## src/rtl/seq_divider_16x8.sv

```systemverilog
// seq_divider_16x8: 16/8 unsigned restoring divider, one quotient bit per clock.
// Start/done/error handshake with a 3-bit state code for the display controller.
`default_nettype none

module seq_divider_16x8 (
  input  logic        clk,
  input  logic        reset_a,
  input  logic        start,
  input  logic [15:0] dividend,
  input  logic [7:0]  divisor,
  output logic [15:0] quotient_out,
  output logic [7:0]  remainder_out,
  output logic        done_flag,
  output logic        err_flag,
  output logic        div_by_zero,
  output logic        busy,
  output logic [2:0]  state_out
);

  typedef enum logic [2:0] {
    IDLE      = 3'b000,
    CALC      = 3'b010,
    CALC_DONE = 3'b100,
    ERR       = 3'b101
  } state_t;

  state_t      state;
  state_t      state_next;
  logic [3:0]  iter;
  logic [15:0] work_q;
  logic [7:0]  work_r;
  logic [7:0]  dvsr;

  logic        accept;
  logic        step;
  logic [8:0]  trial;
  logic        qbit;
  logic [7:0]  next_r;
  logic [15:0] next_q;

  // Trial subtraction in 9 bits: bit 8 set means the partial remainder was below dvsr.
  always_comb begin
    trial  = {work_r, work_q[15]} - {1'b0, dvsr};
    qbit   = ~trial[8];
    next_r = qbit ? trial[7:0] : {work_r[6:0], work_q[15]};
    next_q = {work_q[14:0], qbit};
  end

  always_comb begin
    state_next = state;
    accept     = 1'b0;
    step       = 1'b0;
    case (state)
      IDLE:      accept = start;
      CALC: begin
        if (start) begin
          state_next = ERR;
        end else begin
          step = 1'b1;
          if (iter == 4'd0) state_next = CALC_DONE;
        end
      end
      CALC_DONE: begin
        if (start) accept = 1'b1;
        else       state_next = IDLE;
      end
      ERR:       accept = start;
      default:   state_next = IDLE;
    endcase
    if (accept) state_next = (divisor == 8'd0) ? ERR : CALC;
  end

  always_ff @(posedge clk) begin
    if (reset_a) state <= IDLE;
    else         state <= state_next;
  end

  always_ff @(posedge clk) begin
    if (reset_a) begin
      iter          <= 4'd0;
      work_q        <= 16'd0;
      work_r        <= 8'd0;
      dvsr          <= 8'd0;
      quotient_out  <= 16'd0;
      remainder_out <= 8'd0;
      div_by_zero   <= 1'b0;
    end else if (accept) begin
      if (divisor == 8'd0) begin
        div_by_zero <= 1'b1;
      end else begin
        div_by_zero <= 1'b0;
        work_q      <= dividend;
        work_r      <= 8'd0;
        dvsr        <= divisor;
        iter        <= 4'd15;
      end
    end else if (step) begin
      work_q <= next_q;
      work_r <= next_r;
      if (iter == 4'd0) begin
        quotient_out  <= next_q;
        remainder_out <= next_r;
      end else begin
        iter <= iter - 4'd1;
      end
    end
  end

  assign done_flag = (state == CALC_DONE);
  assign err_flag  = (state == ERR);
  assign busy      = (state == CALC);
  assign state_out = state;

endmodule

`default_nettype wire

```

## config.mk

```make
export PLATFORM = sky130hd
export DESIGN_NAME = seq_divider_16x8
export DESIGN_NICKNAME = d
export VERILOG_FILES = /design/src/rtl/seq_divider_16x8.sv
export SDC_FILE = /design/constraint.sdc
export NUM_CORES = 1
export LEC_CHECK = 0
export CAP_MARGIN = 20
export CORE_ASPECT_RATIO = 0.5
export CORE_MARGIN = 2
export CORE_UTILIZATION = 56
export DETAILED_ROUTE_END_ITERATION = 7
export MAX_ROUTING_LAYER = met4
export PLACE_DENSITY = 0.81
export SYNTH_ARGS = -nofsm -noshare
export SYNTH_HDL_FRONTEND = slang
export SYNTH_SLANG_ARGS = --single-unit
```

## constraint.sdc

```tcl
create_clock -name clk -period 3.6 [get_ports clk]
set_clock_uncertainty 0.2 [all_clocks]
set_input_delay 0.9 -clock clk [delete_from_list [all_inputs] [get_ports clk]]
set_output_delay 0.9 -clock clk [all_outputs]
set_load 0.01 [all_outputs]
```

======== Yosys cells after proc, flatten, opt, wreduce, memory -nomap -nowiden ========
Cells that the tools add are included.
word-level totals
  input bits .............................. 27
  output and inout port bits .............. 31
  logic and storage cells ................. 53
  flip-flop bits (word level) ............. 64
operators by class
  bitwise operators ....................... 3
  reductions and logical operators ........ 10
  equal/unequal tests ..................... 8
  mux-type cells .......................... 22
  add/subtract/negate cells ............... 2
operators by type and width
  cell                                                                    number
  16-bit two-way mux                                                      3
  8-bit two-way mux                                                       4
  4-bit two-way mux                                                       4
  3-bit two-way mux                                                       5
  3-bit one-hot mux with 3 select lines                                   1
  3-bit AND reduction                                                     3
  9-bit by 8-bit subtractor with 9-bit output                             1
  8-bit logical NOT                                                       1
  3-bit equality test (second input constant)                             2
  4-bit logical NOT                                                       1
  1-bit two-way mux                                                       4
  2-bit != test (second input constant)                                   2
  4-bit by 2-bit != test with 1-bit output (second input constant)        1
  2-bit AND reduction                                                     2
  4-bit by 1-bit subtractor with 4-bit output (second input constant)     1
  3-bit by 2-bit equality test with 1-bit output (second input constant)  1
  3-bit logical NOT                                                       1
  3-bit by 2-bit != test with 1-bit output (second input constant)        1
  1-bit NOT                                                               3
  2-bit by 1-bit != test with 1-bit output (second input constant)        1
  1-bit one-hot mux with 2 select lines                                   1
  2-bit nonzero test                                                      1
  2-bit OR reduction                                                      1

======== Depth between registers and ports, before layout ========
Gate-level depths: netlist of the first run.
  word-level depth ........................ 5
  depth in mapped cells ................... 10
  depth with buffers taken out ............ 9

======== Least setup slack after synthesis of the first run ========
No wires, ideal clock.
  path type ............................... register -> register
  start ................................... register work_q[15]
  end ..................................... register remainder_out[6]
  path buffers ............................ 1
  path slack .............................. 1.151 ns
  arrival time ............................ 2.116 ns
  stages on the path, launching flop included .. 11
  clock period less this slack ............ 2.449 ns
  library setup time ...................... 0.133 ns
  data required time ...................... 3.267 ns
  cell sequence ........................... dfxtp_1 -> inv_1 -> ha_1 -> inv_1 -> fa_1 -> a211oi_2 -> o211a_1 -> o211a_1 -> buf_6 -> mux2i_1 -> a211oi_2
on the way
  word-level cells in the longest chain between the ends .. 2
ends and longest elaborated chain
  element                                      line  RTL
  from (decl)                                  30    logic [15:0] work_q;
  from (signal assigned)                       92    work_q <= dividend;
  from (signal assigned)                       98    work_q <= next_q;
  9-bit by 8-bit subtractor with 9-bit output  43    trial = {work_r, work_q[15]} - {1'b0, dvsr};
  8-bit two-way mux                            45    next_r = qbit ? trial[7:0] : {work_r[6:0], work_q[15]};
  to (signal assigned)                         102   remainder_out <= next_r;
  to (decl)                                    12    output logic [7:0] remainder_out,
Every way passes these cells.
A chain may end at the register's enable or synchronous reset.

======== Worst setup path after layout of the first run ========
  start ................................... input port divisor[3]
  end ..................................... register work_q[1]
on the way
  word-level cells in the longest chain between the ends .. 3
ends and longest elaborated chain
  element                               line  RTL
  from (decl)                           10    input logic [7:0] divisor,
  8-bit logical NOT                     88    if (divisor == 8'd0) begin
  2-bit != test (no source line)        -
  2-bit AND reduction (no source line)  -
Every way passes these cells.

==> flow_results.org, run 1 <==
** Run status
- Status :: finished, final reports clean

** Place
- HPWL after detailed placement :: 5330 µm
- Port Buffers :: 57
- Area of placed instances :: 0.00368 mm²
- Final weighted congestion in routability-driven placement :: 0.919

** CTS
- Cts hold-fix bufs :: 0
- After clock tree synthesis, the clock-pin slew on the worst setup and hold paths is approximately 70 ps.
- The number of setup buffers added after CTS is 0.
- Sinks on Clock Net :: 64
- The H-tree was split into 3 levels.
- Clock latency on the worst-skew pair, taken at its later pin, is between 300 and 400 ps.
- Number of buffers created by CTS :: 9
- Clk buf depth :: 2
- The number of gates resized after CTS was 0.
- Clock root buffer :: sky130_fd_sc_hd__clkbuf_8
- TritonCTS clock tree :: done

** Logic synthesis
- The synthesized netlist devotes between 20% and 30% of its cell area to compound gates.
- Post-synth top area share :: approximately two fifths
- Of all cell types, the one taking the most synthesized area is sky130_fd_sc_hd__dfxtp_1.
- Syn. warnings :: 0
- After Yosys synthesis, and, or, nand and nor cells account for between 10% and 20% of the synthesized area.
- After synthesis the netlist holds a flip-flop and latch count of 64.
- Parity-gate share of the synthesized area counting xor and xnor cells :: between 1.5 and 2%
- In the synthesized netlist, mux cells make up 7.09% of the area.
- Synthesis produced a netlist whose cell count is 360.
- Top area cells in the synthesized netlist :: sky130_fd_sc_hd__dfxtp_1, sky130_fd_sc_hd__nand2_1, sky130_fd_sc_hd__mux2i_1, sky130_fd_sc_hd__a21oi_1, sky130_fd_sc_hd__a211oi_1
- For this run, the leading register cell type out of synthesis is sky130_fd_sc_hd__dfxtp_1.
- Fraction of registers with async set/reset :: 0%
- By area, the combinational part of the netlist is dominated by compound AO/OA/AOI/OAI gates.
- Net count of the mapped netlist :: 397
- After synthesis, the netlist uses 55 different library cells.
- The average instance in the mapped netlist occupies roughly 8.6 µm².
- Area share of fa/ha/maj cells after synthesis :: 4.27%
- Fraction of the yosys area taken by sequential cells :: approximately two fifths
- Number of enable-type register cells in the synthesized netlist :: 0
- After synthesis the cells add up to just over 0.003 mm².

** Floorplanning
- For this configuration, the core starts out at a cell density of a little under three fifths.
- Standard-cell rows :: 19
- Floorplan die width :: between 100 and 150 µm
- Ports :: slightly below 60
- Height of the chip :: around 57 µm
- The core region is 0.00542 mm².
- The die covers ~0.0062 mm².

** Finish
- The repair_antennas step left the layout with diodes totalling 0.
- At the end of the flow, the number of nets in the layout was approximately 450.
- Area growth from synthesis to final layout :: 25.0%
- The library cells used most frequently in the layout, excluding fill and tap cells, are sky130_fd_sc_hd__dfxtp_1, sky130_fd_sc_hd__nand2_1, sky130_fd_sc_hd__clkdlybuf4s50_1, sky130_fd_sc_hd__a21oi_1, sky130_fd_sc_hd__nor2_1.
- In the final layout, the share of cells above drive strength 1 is a little over 7%.
- Most common cell after layout, fill and taps aside :: sky130_fd_sc_hd__dfxtp_1
- After routing the design area is just under 0.004 mm².

** Setup path
- Critical Path Max Stage Delay :: around 560 ps
- For the worst setup path, the data required time is 3660 ps.
- Critical path class :: in2reg
- The kind of cell with the highest combined delay along the critical path is simple AND/OR/NAND/NOR gates.
- Crit path buffers/inverters :: 1
- Cell with the largest stage delay on the worst path :: sky130_fd_sc_hd__nor4_1
- The worst setup path is launched from an input pin.
- Traced cell by cell, the critical path runs through clkdlybuf4s50_1, nor4_1, a2111o_1, nand2_2, a211oi_1.
- The worst register-to-register path has a setup slack of roughly 660 ps.
- Crit path max fanout :: 32
- Critical path capture point type :: flop
- Data arrival, critical path :: between 3000 and 4000 ps

** Global routing
- Global routing used between 20% and 30% of the available tracks across all layers.
- First-pass GRT wire length :: 12,000 µm
- Initial antenna violation count :: 0
- Entering global routing, the biggest net connects 53 pins.
- The number of global-route vias before repair came to 2,624.
- Total grt overflow :: 0

** STA
- Top achievable clock speed :: ~320 MHz
- Unrepaired setup endpoints after global routing :: no
- Relative slew slack :: between 60% and 70%
- At the pin with the least slew margin, the transition time is a little under 600 ps.
- Tcrit/Tclk final :: between 80% and 90%
- Subtracting the final worst setup slack from the clock period gives 3170 ps.
- Final Hold Slack :: approximately 260 ps
- Setup TNS Final :: 0 ps
- Setup violations remaining at the end of the flow were counted as 0.
- Number of max-slew violations in the final report :: 0
- Final hold violations :: 0

** Worst hold path
- The min-delay analysis places its worst path in the category reg2reg.

** Run
- Max-capacitance violation count :: 0

** Route
- Wires add up to 7470 µm.
- Detail-routed net length per standard cell :: approximately 15 µm
- The first TritonRoute pass finished after 4 iterations.
- After the first detailed-routing iteration, the DRC count stood at 149.
- Detail-routed via count per cell :: about 5.6
- In this run the remaining antenna-violating nets after routing total 0.
- DR vias :: approximately 2,800
- In the routed design, unresolved DRC markers number 0.

** Pwr
- The analysis attributes to cell leakage a power of 1.46 nW.
- Power spread over the standard cell area amounts to around 450 mW/mm².
- Highest ir drop seen on vdd :: between 0.2 and 0.25 mV
worst paths after layout:
kind	from	to	depth (start not counted)
max	divisor[3]	work_q[1]	5
min	quotient_out[12]	quotient_out[12]	2
max reg2reg	work_q[15]	remainder_out[6]	9
min reg2reg	quotient_out[12]	quotient_out[12]	2
worst register-to-register path, cell delays in order (launching register included):
cell,delay (ps)
sky130_fd_sc_hd__dfxtp_1,310
sky130_fd_sc_hd__inv_1,130
sky130_fd_sc_hd__ha_1,180
sky130_fd_sc_hd__inv_1,50
sky130_fd_sc_hd__fa_1,420
sky130_fd_sc_hd__a211oi_2,310
sky130_fd_sc_hd__o211a_1,290
sky130_fd_sc_hd__o211a_1,450
sky130_fd_sc_hd__mux2i_1,350
sky130_fd_sc_hd__a211oi_2,110
per-layer routing:
layer	up-vias	routed length (µm)	global-route usage, %
met2	56	3510	42.3
met4	0	122	10.7
met5	-	0	-
li1	1372	-	-
met1	1316	3590	32.5
met3	10	242	6.50
state kept, by name (all words and copies together), names as in the netlist:
signal and cells:
div_by_zero 1, remainder_out 8, state_out 3, quotient_out 16
dvsr 8, iter 4, work_r 8, work_q 16
cells in the mapped netlist (all sizes together), types with 2 or more instances:
cell type,count
dfxtp,64
nand2,62
a21oi,35
nor2,32
a211oi,23
mux2i,22
inv,15
buf,12
o21ai,12
clkbuf,9
ha,9
o211ai,7
and2,5
xor2,5
nand3,4
nor2b,4
nand2b,3
nor3,3
nor4,3
a22oi,2
a311oi,2
and3,2
o211a,2
or4,2
xnor2,2
report_power, final:
part | switching [W] | internal [W] | total (W)
clock network | 0.000301 | 0.000340 | 0.000642
registers | 0.0000307 | 0.000744 | 0.000775
logic | 0.000177 | 0.000136 | 0.000314
total | 0.000509 | 0.00122 | 0.00173
through the flow:
stage | utilization, % | std cells | total power [W] | setup slack [ps]
2_1_floorplan | - | 360 | 0.00101 | 1150
3_3_place_gp | 67.8 | 473 | 0.00109 | 260
3_5_place_dp | 67.8 | 473 | 0.00110 | 145
4_1_cts | 71.6 | 489 | 0.00174 | 476
5_1_grt | 71.6 | 489 | 0.00180 | 302
6_report | 71.6 | 489 | 0.00173 | 430
logic make-up after synthesis:
family,after synthesis
adders and majority gates,10
DFF,64
buffers and inverters,36
xor gates and xnor gates,7
AOI/OAI and AO/OA,95
muxes,22
and+or+nand+nor,126
layout make-up:
| class | count | area, µm² |
|---|---|---|
| tap | 73 | 91.3 |
| sequential | 64 | 1280 |
| timing repair buffer | 61 | 596 |
| fill | 427 | 1540 |
| inverter | 15 | 56.3 |
| multi-input combinational | 260 | 1650 |
| clock buffer | 10 | 138 |
| clock inverter | 6 | 67.6 |
No activity file was read; power rests on OpenSTA's default activity.
==> run 2: changes to the inputs <==
- CORE_MARGIN: 2 -> not set
- HOLD_SLACK_MARGIN: not set -> 0.05
==> flow_results.org, run 2 (synthesis gave the netlist of run 1 again) <==
** Floorplanning
- The effective utilization at floorplan is 60.5% (was 57.3%).
- Die area :: 0.00586 mm² (was 0.00619 mm²)
- The die outline width is 107 µm (was 109 µm).
- The top-level port count came to 58 (unchanged).
- Standard-cell rows :: 18 (was 19)
- The vertical die dimension is 54.6 µm (was 56.6 µm).
- Core region area :: 0.00513 mm² (was 0.00542 mm²)

** Pwr
- Highest ir drop seen on vdd :: 0.325 mV (was 0.250 mV)
- The areal power density over the cells is 423 mW/mm² (was 446 mW/mm²).
- Static leakage power :: 1.46 nW (about the same)

** Setup path
- The stage delay of the slowest cell on the critical path came to 550 ps (was 560 ps).
- The worst setup path category was in2reg (unchanged).
- The data arrival at the endpoint of the critical path is 2990 ps (was 3230 ps).
- The number of gates on the worst path with buffers counted was 6 (was 5).
- The launch point of the worst reg-to-reg path is work_q[15] (unchanged).
- The worst reg2reg path depth is 9 (unchanged).
- End of the critical path :: work_q[9] (was work_q[1])
- The element type at the critical path start is an input pin (unchanged).
- The highest fanout seen on the critical path came to 32 (unchanged).
- Register-to-register setup slack :: 710 ps (was 660 ps)
- Crit path buffers/inverters :: 2 (was 1)
- Cell with the largest stage delay on the worst path :: sky130_fd_sc_hd__nor4_1 (unchanged)
- Critical-path cell list :: clkdlybuf4s50_1, nor4_1, a2111o_1, nand2_2, buf_4, a211oi_1 (was clkdlybuf4s50_1, nor4_1, a2111o_1, nand2_2, a211oi_1)
- The launching instance or port of the critical path is divisor[3] (unchanged).
- The worst path required time was 3650 ps (was 3660 ps).
- Reg-to-reg endpoint :: remainder_out[6] (unchanged)
- The family of cells with the greatest summed delay on the critical path is compound AO/OA/AOI/OAI gates (was simple AND/OR/NAND/NOR gates).
- The endpoint class of the critical path is a flop (unchanged).

** CTS
- Sinks on Clock Net :: 64 (unchanged)
- The post-cts resize count is 0 (unchanged).
- The number of buffers on the longest clock path is 2 (unchanged).
- Setup Fix Bufs, Post-CTS :: 0 (unchanged)
- Clk_lat worst skew :: 350 ps (about the same)
- Register clock-pin slew on the reported worst setup and hold paths :: 70 ps (about the same)
- Cts hold-fix bufs :: 0 (unchanged)
- The clock tree root driver cell is sky130_fd_sc_hd__clkbuf_8 (unchanged).
- TritonCTS clock tree :: done (unchanged)
- Number of buffers created by CTS :: 9 (unchanged)
- The H-tree depth was 3 (unchanged).

** Route
- The per-cell via count in the routed design came to 5.72 (was 5.63).
- Post-Route WL :: 7330 µm (was 7470 µm)
- The total vias in the final route was 2,786 (was 2,754).
- The per-cell routed wire length was 15.1 µm (was 15.3 µm).
- Number of iterations in the first detailed-routing pass :: 4 (unchanged)
- Detail Route Antenna Nets :: 0 (unchanged)
- Number of DRC violations after detailed routing :: 0 (unchanged)
- First DRT Iteration DRCs :: 154 (was 149)

** STA
- Tcrit/Tclk final :: 81.7% (was 88.1%)
- The pin slew with the least headroom to its limit was 579 ps (was 591 ps).
- The sum of negative setup slack came to 0 ps (unchanged).
- The number of hold violations in the final report came to 0 (unchanged).
- Unrepaired setup endpoints after global routing :: no (unchanged)
- Number of max-slew violations in the final report :: 0 (unchanged)
- The remaining max-slew budget at the tightest pin was 61.1% (was 60.3%).
- The number of failing setup endpoints in the final timing report was 0 (unchanged).
- The minimum clock period after layout is 2940 ps (was 3170 ps).
- Top achievable clock speed :: 340 MHz (was 315 MHz)

** Place
- The number of placed cells counting well taps was 471 (was 473).
- The HPWL after detailed placement was 5220 µm (was 5330 µm).
- Port Buffers :: 57 (unchanged)
- The placer's final routability congestion estimate came to 0.855 (was 0.919).

** Global routing
- The first-pass GRT wire length was 11,700 µm (was 12,000 µm).
- The pin count of the biggest net entering global routing came to 53 (unchanged).
- The number of global-route vias before repair is 2,566 (was 2,624).
- The global route total overflow is 0 (unchanged).
- Initial antenna violation count :: 0 (unchanged)
- The all-layer global routing usage is 28.0% (was 26.5%).

** Finish
- Highest-count cells in the layout ignoring fill and taps :: sky130_fd_sc_hd__dfxtp_1, sky130_fd_sc_hd__nand2_1, sky130_fd_sc_hd__clkdlybuf4s50_1, sky130_fd_sc_hd__a21oi_1, sky130_fd_sc_hd__nor2_1 (unchanged)
- The post-synthesis to final-layout area growth was 24.5% (was 25.0%).
- The final net count was 449 (was 448).
- Utilization after layout :: 75.3% (was 71.6%)
- Largest registers ranked by flip-flop count: quotient_out x16, work_q x16 (unchanged).
- Final antenna diode count :: 0 (unchanged)
- The leading cell type in the layout, fill and taps excluded is sky130_fd_sc_hd__dfxtp_1 (unchanged).
- Filler cell count :: 378 (was 427)
- Share of cells above drive strength 1 :: 7.19% (was 7.21%)
- The post-layout instance count excluding filler cells is 487 (was 489).

** Run status
- Status: finished, final reports clean (unchanged).

** Run
- The max-cap check violation count is 0 (unchanged).

** Worst hold path
- Worst Hold Class :: reg2reg (unchanged)
==> run 2: worst min-delay path by stage <==
stage / end / from / slack [ps] / cells after the start
finish: dvsr[4] / dvsr[4] / 260 / 2
global route: quotient_out[10] / work_q[9] / 280 / 2
CTS: quotient_out[11] / quotient_out[11] / 260 / 2
detailed placement: quotient_out[11] / quotient_out[11] / 250 / 2
global placement: quotient_out[4] / quotient_out[4] / 240 / 2
floorplan: dvsr[2] / dvsr[2] / 240 / 2
==> run 2: where the power goes <==
group / internal (W) / switching, W
clock: 0.000266 / 0.000277
combinational: 0.000140 / 0.000177
sequential: 0.000745 / 0.0000303
==> run 2: area by class of cell <==
cell class                 count  area (µm²)  area share (%)
multi-input combinational    260        1650            42.7
sequential                    64        1280            33.1
timing repair buffer          62         616            15.9
clock buffer                  11         141            3.66
tap                           70        87.6            2.27
inverter                      15        56.3            1.46
clock inverter                 5        32.5           0.841
==> run 2: worst min-delay path, stage by stage (launching register included) <==
cell,delay (ps)
sky130_fd_sc_hd__dfxtp_1,310
sky130_fd_sc_hd__nand2_1,50
sky130_fd_sc_hd__a21oi_1,50
==> run 2: per-layer routing <==
metal | part of all wire (%) | routed length (µm) | vias up | track usage, %
li1 | - | - | 1374 | -
met1 | 45 | 3270 | 1317 | 31.4
met2 | 48 | 3540 | 89 | 49.4
met3 | 6.3 | 462 | 6 | 8.10
met4 | 0.83 | 61 | 0 | 10.3
met5 | 0 | 0 | - | -
==> run 2: through the flow <==
stage          setup WS (ps)  hold slack (ps)  total power, W  instance area (µm²)
2_1_floorplan           1150              236         0.00101                 3100
3_3_place_gp             339              244         0.00109                 3690
3_5_place_dp             311              253         0.00110                 3690
4_1_cts                  674              262         0.00164                 3870
5_1_grt                  489              280         0.00171                 3870
6_report                 660              259         0.00163                 3870
